File: src/rtl/kernel_config_ctrl.sv
// Kernel/divisor/invert configuration for the 3x3 convolution datapath.
// Presets or user-entered coefficients go to a pending set, applied to the outputs at frame start.
module kernel_config_ctrl #(
  parameter int unsigned DEB_CYCLES = 50000,
  parameter int unsigned CW         = 3
) (
  input  logic            clk,
  input  logic            rst,
  input  logic [2:0]      filter,
  input  logic [CW-1:0]   k_in,
  input  logic            store,
  input  logic            div,
  input  logic            frame_start,
  output logic [9*CW-1:0] k_flat,
  output logic [6:0]      divide,
  output logic            invert,
  output logic [8:0]      led_store,
  output logic            led_display,
  output logic            busy
);

  localparam int unsigned CNT_W = (DEB_CYCLES > 1) ? $clog2(DEB_CYCLES) : 1;

  // One hex nibble per coefficient, k0 in the low nibble.
  function automatic logic [9*CW-1:0] kpack(input logic [35:0] nib);
    logic [9*CW-1:0] r;
    r = '0;
    for (int unsigned j = 0; j < 9; j++) r[j*CW +: CW] = CW'(nib[j*4 +: 4]);
    return r;
  endfunction

  localparam logic [9*CW-1:0] K_ID = kpack(36'h000010000);
  localparam logic [9*CW-1:0] K_BL = kpack(36'h121242121);
  localparam logic [9*CW-1:0] K_BR = kpack(36'h000030000);

  typedef enum logic [1:0] {IDLE, ENTRY, DONE} state_t;

  state_t           state;
  logic [3:0]       idx;
  logic [9*CW-1:0]  k_custom;
  logic [9*CW-1:0]  pend_k;
  logic [6:0]       pend_div;
  logic             pend_inv;

  logic             sync1, sync2, deb;
  logic [CNT_W-1:0] deb_cnt;
  logic             store_evt;

  logic [9*CW-1:0]  preset_k;
  logic [6:0]       preset_div;
  logic             preset_inv;
  logic [6:0]       sum;

  // Button conditioning: 2-flop sync, stable-count debounce, pulse on release.
  always_ff @(posedge clk or negedge rst) begin
    if (!rst) begin
      sync1     <= 1'b0;
      sync2     <= 1'b0;
      deb       <= 1'b0;
      deb_cnt   <= '0;
      store_evt <= 1'b0;
    end else begin
      sync1     <= store;
      sync2     <= sync1;
      store_evt <= 1'b0;
      if (sync2 == deb) begin
        deb_cnt <= '0;
      end else if (deb_cnt == CNT_W'(DEB_CYCLES - 1)) begin
        deb       <= sync2;
        deb_cnt   <= '0;
        store_evt <= deb;
      end else begin
        deb_cnt <= deb_cnt + 1'b1;
      end
    end
  end

  always_comb begin
    preset_k   = K_ID;
    preset_div = 7'd1;
    preset_inv = 1'b0;
    case (filter)
      3'd1: preset_inv = 1'b1;
      3'd2: begin preset_k = K_BL; preset_div = 7'd16; end
      3'd3: begin preset_k = K_BR; preset_div = 7'd2;  end
      default: ;
    endcase
  end

  always_comb begin
    sum = '0;
    for (int unsigned j = 0; j < 9; j++) sum = sum + 7'(k_custom[j*CW +: CW]);
  end

  // A filter change takes priority over any store event in the same cycle.
  always_ff @(posedge clk or negedge rst) begin
    if (!rst) begin
      state       <= IDLE;
      idx         <= '0;
      k_custom    <= '0;
      led_store   <= '0;
      led_display <= 1'b0;
      busy        <= 1'b0;
      pend_k      <= K_ID;
      pend_div    <= 7'd1;
      pend_inv    <= 1'b0;
    end else if (filter != 3'd4) begin
      state       <= IDLE;
      idx         <= '0;
      k_custom    <= '0;
      led_store   <= '0;
      led_display <= 1'b0;
      busy        <= 1'b0;
      if (state == IDLE) begin
        pend_k   <= preset_k;
        pend_div <= preset_div;
        pend_inv <= preset_inv;
      end
    end else begin
      case (state)
        IDLE: begin
          state     <= ENTRY;
          idx       <= '0;
          k_custom  <= '0;
          led_store <= '0;
          busy      <= 1'b1;
          pend_k    <= K_ID;
          pend_div  <= 7'd1;
          pend_inv  <= 1'b0;
        end
        ENTRY: begin
          if (store_evt) begin
            k_custom[idx*CW +: CW] <= k_in;
            led_store[idx]         <= 1'b1;
            if (idx == 4'd8) begin
              state       <= DONE;
              busy        <= 1'b0;
              led_display <= 1'b1;
            end else begin
              idx <= idx + 1'b1;
            end
          end
        end
        DONE: begin
          pend_k   <= k_custom;
          pend_inv <= 1'b0;
          pend_div <= (div && sum != '0) ? sum : 7'd1;
        end
        default: state <= IDLE;
      endcase
    end
  end

  always_ff @(posedge clk or negedge rst) begin
    if (!rst) begin
      k_flat <= K_ID;
      divide <= 7'd1;
      invert <= 1'b0;
    end else if (frame_start) begin
      k_flat <= pend_k;
      divide <= pend_div;
      invert <= pend_inv;
    end
  end

endmodule

File: config.mk
export PLATFORM = sky130hd
export DESIGN_NAME = kernel_config_ctrl
export DESIGN_NICKNAME = d
export VERILOG_FILES = /design/src/rtl/kernel_config_ctrl.sv
export SDC_FILE = /design/constraint.sdc
export NUM_CORES = 1
export LEC_CHECK = 0
export CORE_MARGIN = 4
export CORE_UTILIZATION = 49
export DETAILED_ROUTE_END_ITERATION = 7
export GPL_ROUTABILITY_DRIVEN = 0
export PLACE_DENSITY = 0.7
export SLEW_MARGIN = 20
export SYNTH_ARGS = -nofsm -noshare
export SYNTH_HDL_FRONTEND = slang
export SYNTH_SLANG_ARGS = --single-unit
File: constraint.sdc
create_clock -name clk -period 8.5 [get_ports clk]
set_clock_uncertainty 0.1 [all_clocks]
set_input_delay 0.85 -clock clk [delete_from_list [all_inputs] [get_ports clk]]
set_output_delay 0.85 -clock clk [all_outputs]
set_load 0.02 [all_outputs]
==> metrics.md, run 1 <==
| Metric | Value |
|---|---|
| Syn Nets | `563` |
| Total vias in the final route | `4152` |
| Chip height | `121 um` |
| Min-Delay Endpoint | `sync2$_DFF_PN0_` |
| Pleak | `3.47 nW` |
| Reg2Reg Setup Slack | `4.34 ns` |
| IO Pins | `57` |
| TritonCTS clock tree | `yes` |
| Pin count of the biggest net entering global routing | `71` |
| PwrDens | `199 nW/um2` |
| Yosys warns | `0` |
| Setup Crit Path Kind | `reg -> reg` |
| Post-synth EDFFs | `0` |
| Worst path arrival time | `4.36 ns` |
| Post-CTS Setup Inserts | `0` |
| R2R depth | `13` |
| Final hold vios | `0` |
| Post-CTS Hold Fix Bufs | `0` |
| Crit-path max FO | `3` |
| DRC viols | `0` |
| Sink Count | `132` |
| First-pass GRT wire length | `22100 um` |
| Register area share after synthesis | `0.531` |
| Synth Area in Simple Gates | `0.107` |
| Setup tns final | `0 ns` |
| Proportion of synthesized area in mux cells | `0.0639` |
| Synth Cell Area | `6230 um2` |
| Clk root buf | `clkbuf_16` |
| CTS Buf Count | `17` |
| Synth Area in Compound Gates | `0.129` |
| Crit. End Element | `register` |
| Core Area | `12200 um2` |
| Crit path time final | `4.16 ns` |
| Gate Count Post-Synth | `518` |
| Worst slew margin | `0.380` |
| # diodes | `0` |
| HP Class | `reg -> reg` |
| Clock Latency Late Sink | `0.42 ns` |
| DR pass1 iterations | `4` |
| GRT Util Overall | `0.195` |
| Flops & latches, synth | `132` |
| Distinct cells, synth | `58` |
| Slew @ Worst Pin | `0.926 ns` |
| Asr flop ratio synth | `1.00` |
| HP Start | `sync1$_DFF_PN0_` |
| Top FF cell, synth | `dfrtp_1` |
| Worst Setup Start Kind | `register` |
| Util after Layout | `0.619` |
| Worst r2r dst | `pend_div[4]$_DFFE_PN0P_` |
| Initial antenna violation count | `0` |
| Nets | `618` |
| Peak VDD IR | `85.1 uV` |
| Die width | `121 um` |
| Hold path depth | `0` |
| FP Rows | `40` |
| XOR/XNOR Fraction of Synth Area | `0.0281` |
| Layout cells sized above 1 | `0.150` |
| Hold Worst Slack | `0.255 ns` |
| Post-cts resize count | `0` |
| Grt ovf | `0` |
| Clock buffer depth | `2` |
| Part of the cycle the worst path needs | `0.490` |
| RSZ-0062 raised after global routing | `no` |
| Avg Cell Area, Syn | `12.0 um2` |
| Main combinational cell family by area after synthesis | `compound AO/OA/AOI/OAI gates` |
| FF-to-FF Start | `k_custom[1]$_DFFE_PN0P_` |
| Routed WL per cell | `17.1 um` |
| Outcome | `completed` |
| Setup violations, final | `0` |
| ANT nets after route | `0` |
| Vias per inst | `5.51` |
| Post-Synth Adder-Cell Area | `0.0949` |
| Die ar. | `14600 um2` |
| Final slew viol count | `0` |
| DRT Wirelength | `12900 um` |
| Area grow syn2layout | `21.5%` |
| Clock-pin slew on the worst setup and hold paths | `0.06 ns` |
| Vias in the first global route | `4288` |
| Required @ worst endpoint | `8.70 ns` |
| Max Cap Viol | `0` |
| H-Tree Depth | `4` |
| IO Port Bufs | `55` |
| Hpwl dp | `8960 um` |
| Max Clock Freq | `240 MHz` |
| Crit path launch | `k_custom[1]$_DFFE_PN0P_` |
| Initial Utilization | `0.510` |
| 1st-iter DRT viols | `298` |
power by group:
group,internal (mW),switching (mW)
clock network,0.513,0.274
logic,0.0267,0.0407
registers,0.641,0.00716
stage by stage:
step           total power [mW]  cell area [um2]  worst slack, ns  instances
2_1_floorplan             0.691             6230             4.49        518
3_3_place_gp              0.726             6910             4.38        722
3_5_place_dp              0.728             6920             4.33        722
4_1_cts                    1.52             7560             4.32        754
5_1_grt                    1.55             7560             4.12        754
6_report                   1.50             7560             4.34        754
worst max-delay path, cell delays in order, from the launching register on:
cell and delay, ns:
dfrtp_1 0.36, inv_1 0.07, fa_1 0.53, inv_1 0.05, fa_1 0.50, fa_1 0.55, inv_1 0.06, fa_1 0.53
inv_1 0.07, fa_1 0.45, a21o_1 0.17, a21oi_1 0.17, xnor2_1 0.10, a221o_1 0.33
layer usage:
metal  wire [um]  track usage  part of all wire
met1        5700        0.255              0.44
met2        6370        0.312              0.49
met3         640       0.0552             0.050
met4         164       0.0680             0.013
met5           0            0                 0
sequential cells by signal (all words and copies together) (netlist names):
signal / cells
store_evt: 1
busy: 1
idx: 4
invert: 1
pend_inv: 1
pend_k: 27
deb: 1
deb_cnt: 16
state: 2
sync2: 1
k_custom: 27
k_flat: 27
led_display: 1
led_store: 9
pend_div: 6
sync1: 1
divide: 6
cells by family (layout without fill, tap and decap cells):
| family | Yosys count | in the layout |
|---|---|---|
| flops | 132 | 132 |
| simple gates | 125 | 125 |
| compound gates | 100 | 100 |
| buf+inv | 71 | 139 |
| mux | 35 | 35 |
| fa+ha+maj | 34 | 34 |
| xor+xnor | 20 | 20 |
| other cells | 1 | 1 |
placed cells by master (no fill, tap or decap), types with 4 or more instances in the layout:
master and instances:
a22o_1 40, clkdlybuf4s50_1 54, inv_1 49, clkinvlp_4 4
nand3_1 13, ha_1 12, nand2_1 18, bufinv_16 4
clkbuf_16 17, nor2_1 45, xor2_1 15, fa_1 22
a21oi_1 23, dfrtp_1 128, nor3b_1 6, buf_4 4
xnor2_1 5, o21ai_0 5, a221o_1 12, nand4_1 6
and3_1 4, nor3_1 4, dfstp_2 4, mux2_2 34
cell type report:
class / instances / area [um2]
Fill cell: 991 / 4650
Sequential cell: 132 / 3310
Multi-Input combinational cell: 315 / 2650
Timing Repair Buffer: 58 / 571
Clock buffer: 20 / 467
Tap cell: 168 / 210
Inverter: 49 / 184
Clock inverter: 12 / 178
synthesized netlist by cell type (all sizes together) (4+ instances only):
master	n	area, um2
o21ai	7	38.8
ha	12	150
clkbuf	8	30.0
a221o	12	120
a22o	40	350
nand3	13	65.1
nand4	6	37.5
inv	49	184
a21oi	23	115
and3	5	32.5
nor3b	8	71.3
mux2	35	398
nor2	46	175
dfstp	4	105
xor2	15	131
nor3	4	20.0
dfrtp	128	3200
fa	22	440
buf	14	72.6
nand2	19	78.8
xnor2	5	43.8
how the worst max path moves through the flow:
stage,end,slack (ns),depth (start not counted)
final,pend_div[4]$_DFFE_PN0P_,4.34,13
after global routing,pend_div[0]$_DFFE_PN1P_,4.12,11
after global placement,pend_div[4]$_DFFE_PN0P_,4.38,13
after detailed placement,pend_div[4]$_DFFE_PN0P_,4.33,13
after CTS,pend_div[4]$_DFFE_PN0P_,4.32,13
after floorplan,pend_div[4]$_DFFE_PN0P_,4.49,13
Note: power is estimated with default switching activity, not from simulation.
==> run 2, diff against run 1 <==
Clock period 8.5 ns to 4.3 ns, I/O delays scaled along.
==> run 2 against run 1 <==
Effect of this change: the run now ends with negative hold slack left; combinational power grew 100%; fmax is essentially flat; non-clock buffer count grew 4; sequential power grew 98%; setup slack lost 4.2 ns; largest power group unchanged.
==> metrics.md, run 2 (same netlist as run 1, synthesis figures left out) <==
| Metric | Value |
|---|---|
| Outcome | `finished with violations` |
| Failing checks | `negative hold slack` |
| FP Rows | `40` |
| # diodes | `0` |
| Chip height | `121 um` |
| Vias in the first global route | `4408` |
| Initial antenna violation count | `0` |
| Seq pwr share | `0.419` |
| Hpwl dp | `8950 um` |
| Setup Crit Path Kind | `reg -> reg` |
| Worst path arrival time | `4.36 ns` |
| Pleak | `3.51 nW` |
| Crit-path max FO | `3` |
| Clock buffer depth | `2` |
| Layout cells sized above 1 | `0.153` |
| TritonCTS clock tree | `yes` |
| Pint | `2.44 mW` |
| Final slew viol count | `0` |
| ANT nets after route | `0` |
| Crit. End Element | `register` |
| HP Class | `in -> async` |
| Part of the cycle the worst path needs | `0.968` |
| Grt ovf | `0` |
| Vias per inst | `5.53` |
| Clock power share | `0.536` |
| Die width | `121 um` |
| Fillers | `989` |
| Clk root buf | `clkbuf_16` |
| CTS Buf Count | `17` |
| RSZ-0062 raised after global routing | `no` |
| Sw Ratio | `0.201` |
| H-Tree Depth | `4` |
| Initial Utilization | `0.510` |
| Sink Count | `132` |
| GRT Util Overall | `0.198` |
| DR pass1 iterations | `5` |
| P_sw | `615 uW` |
| Peak VDD IR | `333 uV` |
| Routed WL per cell | `17.4 um` |
| First-pass GRT wire length | `22500 um` |
| Post-CTS Hold Fix Bufs | `0` |
| Layout Cells excl Fill | `758` |
| Biggest regs | `k_custom: 27 flops, k_flat: 27 flops, pend_k: 27 flops` |
| IO Pins | `57` |
| Final hold vios | `4` |
| Setup violations, final | `0` |
| Clock-pin slew on the worst setup and hold paths | `0.05 ns` |
| Worst Setup Start Kind | `register` |
| IO Port Bufs | `55` |
| DRT Wirelength | `13200 um` |
| Pin count of the biggest net entering global routing | `69` |
| Comb pwr share | `0.045` |
| Hold Worst Slack | `-0.00659 ns` |
| Total vias in the final route | `4189` |
| Nets | `622` |
| Clock Latency Late Sink | `0.42 ns` |
| Crit path time final | `4.16 ns` |
| Register area | `3310 um2` |
| Required @ worst endpoint | `4.50 ns` |
| Most frequent cells in the layout | `dfrtp_1, clkdlybuf4s50_1, inv_1` |
| Max Cap Viol | `0` |
| DRC viols | `0` |
| Multi-input logic area | `2640 um2` |
| Setup tns final | `0 ns` |
| Area grow syn2layout | `22.6%` |
| Leading cell type in the layout, fill and taps excluded | `dfrtp_1` |
| Post-Place Cells | `724` |
| Worst slew margin | `0.465` |
| Core Area | `12200 um2` |
| Slew @ Worst Pin | `0.803 ns` |
| 1st-iter DRT viols | `343` |
| Max Clock Freq | `240 MHz` |
| PwrDens | `401 nW/um2` |
| Die ar. | `14600 um2` |
## run 2: layout make-up
class	instances	area share
inverters	49	0.0241
clock buffers	25	0.0675
repair buffers	62	0.0803
well taps	168	0.0275
flip-flops and latches	132	0.433
clock inverters	7	0.0216
multi-input cells	315	0.346
## run 2: timing repair
| action | 4_1_cts | 5_1_grt |
|---|---|---|
| endpoints found under the hold margin | 0 | 0 |
| resized for setup | 0 | 1 |
| buffers inserted | 0 | 2 |
| setup endpoints to repair | 0 | 2 |
## run 2: metrics by stage
stage	hold WS, ns	setup slack (ns)	instance area, um2	power, mW	utilization
finish	-0.00659	0.139	7630	3.06	0.625
global route	0.0625	0.00405	7630	3.16	0.625
CTS	0.0228	0.0675	7620	3.08	0.624
detailed placement	0.241	0.118	6940	1.44	0.568
global placement	0.234	0.188	6940	1.44	0.568
floorplan	0.0344	0.287	6230	1.37	-
## run 2: routing by layer
layer,routed length (um),vias up,track usage
li1,-,1932,-
met1,5680,2113,0.257
met2,6530,123,0.322
met3,741,21,0.0510
met4,216,0,0.0758
met5,0,-,0
## run 2: power groups by stage
| stage | combinational, mW | sequential [mW] | clock, mW |
|---|---|---|---|
| finish | 0.136 | 1.28 | 1.64 |
| global route | 0.150 | 1.28 | 1.72 |
| CTS | 0.139 | 1.28 | 1.66 |
| detailed placement | 0.138 | 1.30 | 0 |
| global placement | 0.135 | 1.30 | 0 |
| floorplan | 0.0541 | 1.31 | 0 |
## run 2: worst max-delay path, cell delays in order, from the launching register on
cell	delay, ns
dfrtp_1	0.36
inv_1	0.08
fa_1	0.55
inv_1	0.06
fa_1	0.50
fa_1	0.55
inv_1	0.05
fa_1	0.53
inv_1	0.07
fa_2	0.40
a21o_1	0.16
a21oi_1	0.18
xnor2_1	0.12
a221o_1	0.33
## run 2: final timing paths
check | startpoint | end | slack (ns) | cells after the start
max in group asynchronous | rst | deb_cnt[4]$_DFF_PN0_ | 3.28 | 2
max reg2reg | k_custom[1]$_DFFE_PN0P_ | pend_div[4]$_DFFE_PN0P_ | 0.14 | 13
max | k_custom[1]$_DFFE_PN0P_ | pend_div[4]$_DFFE_PN0P_ | 0.14 | 13
min | rst | k_flat[14]$_DFFE_PN0P_ | -0.007 | 1
min in group clk | sync1$_DFF_PN0_ | sync2$_DFF_PN0_ | 0.25 | 0
min reg2reg | sync1$_DFF_PN0_ | sync2$_DFF_PN0_ | 0.25 | 0
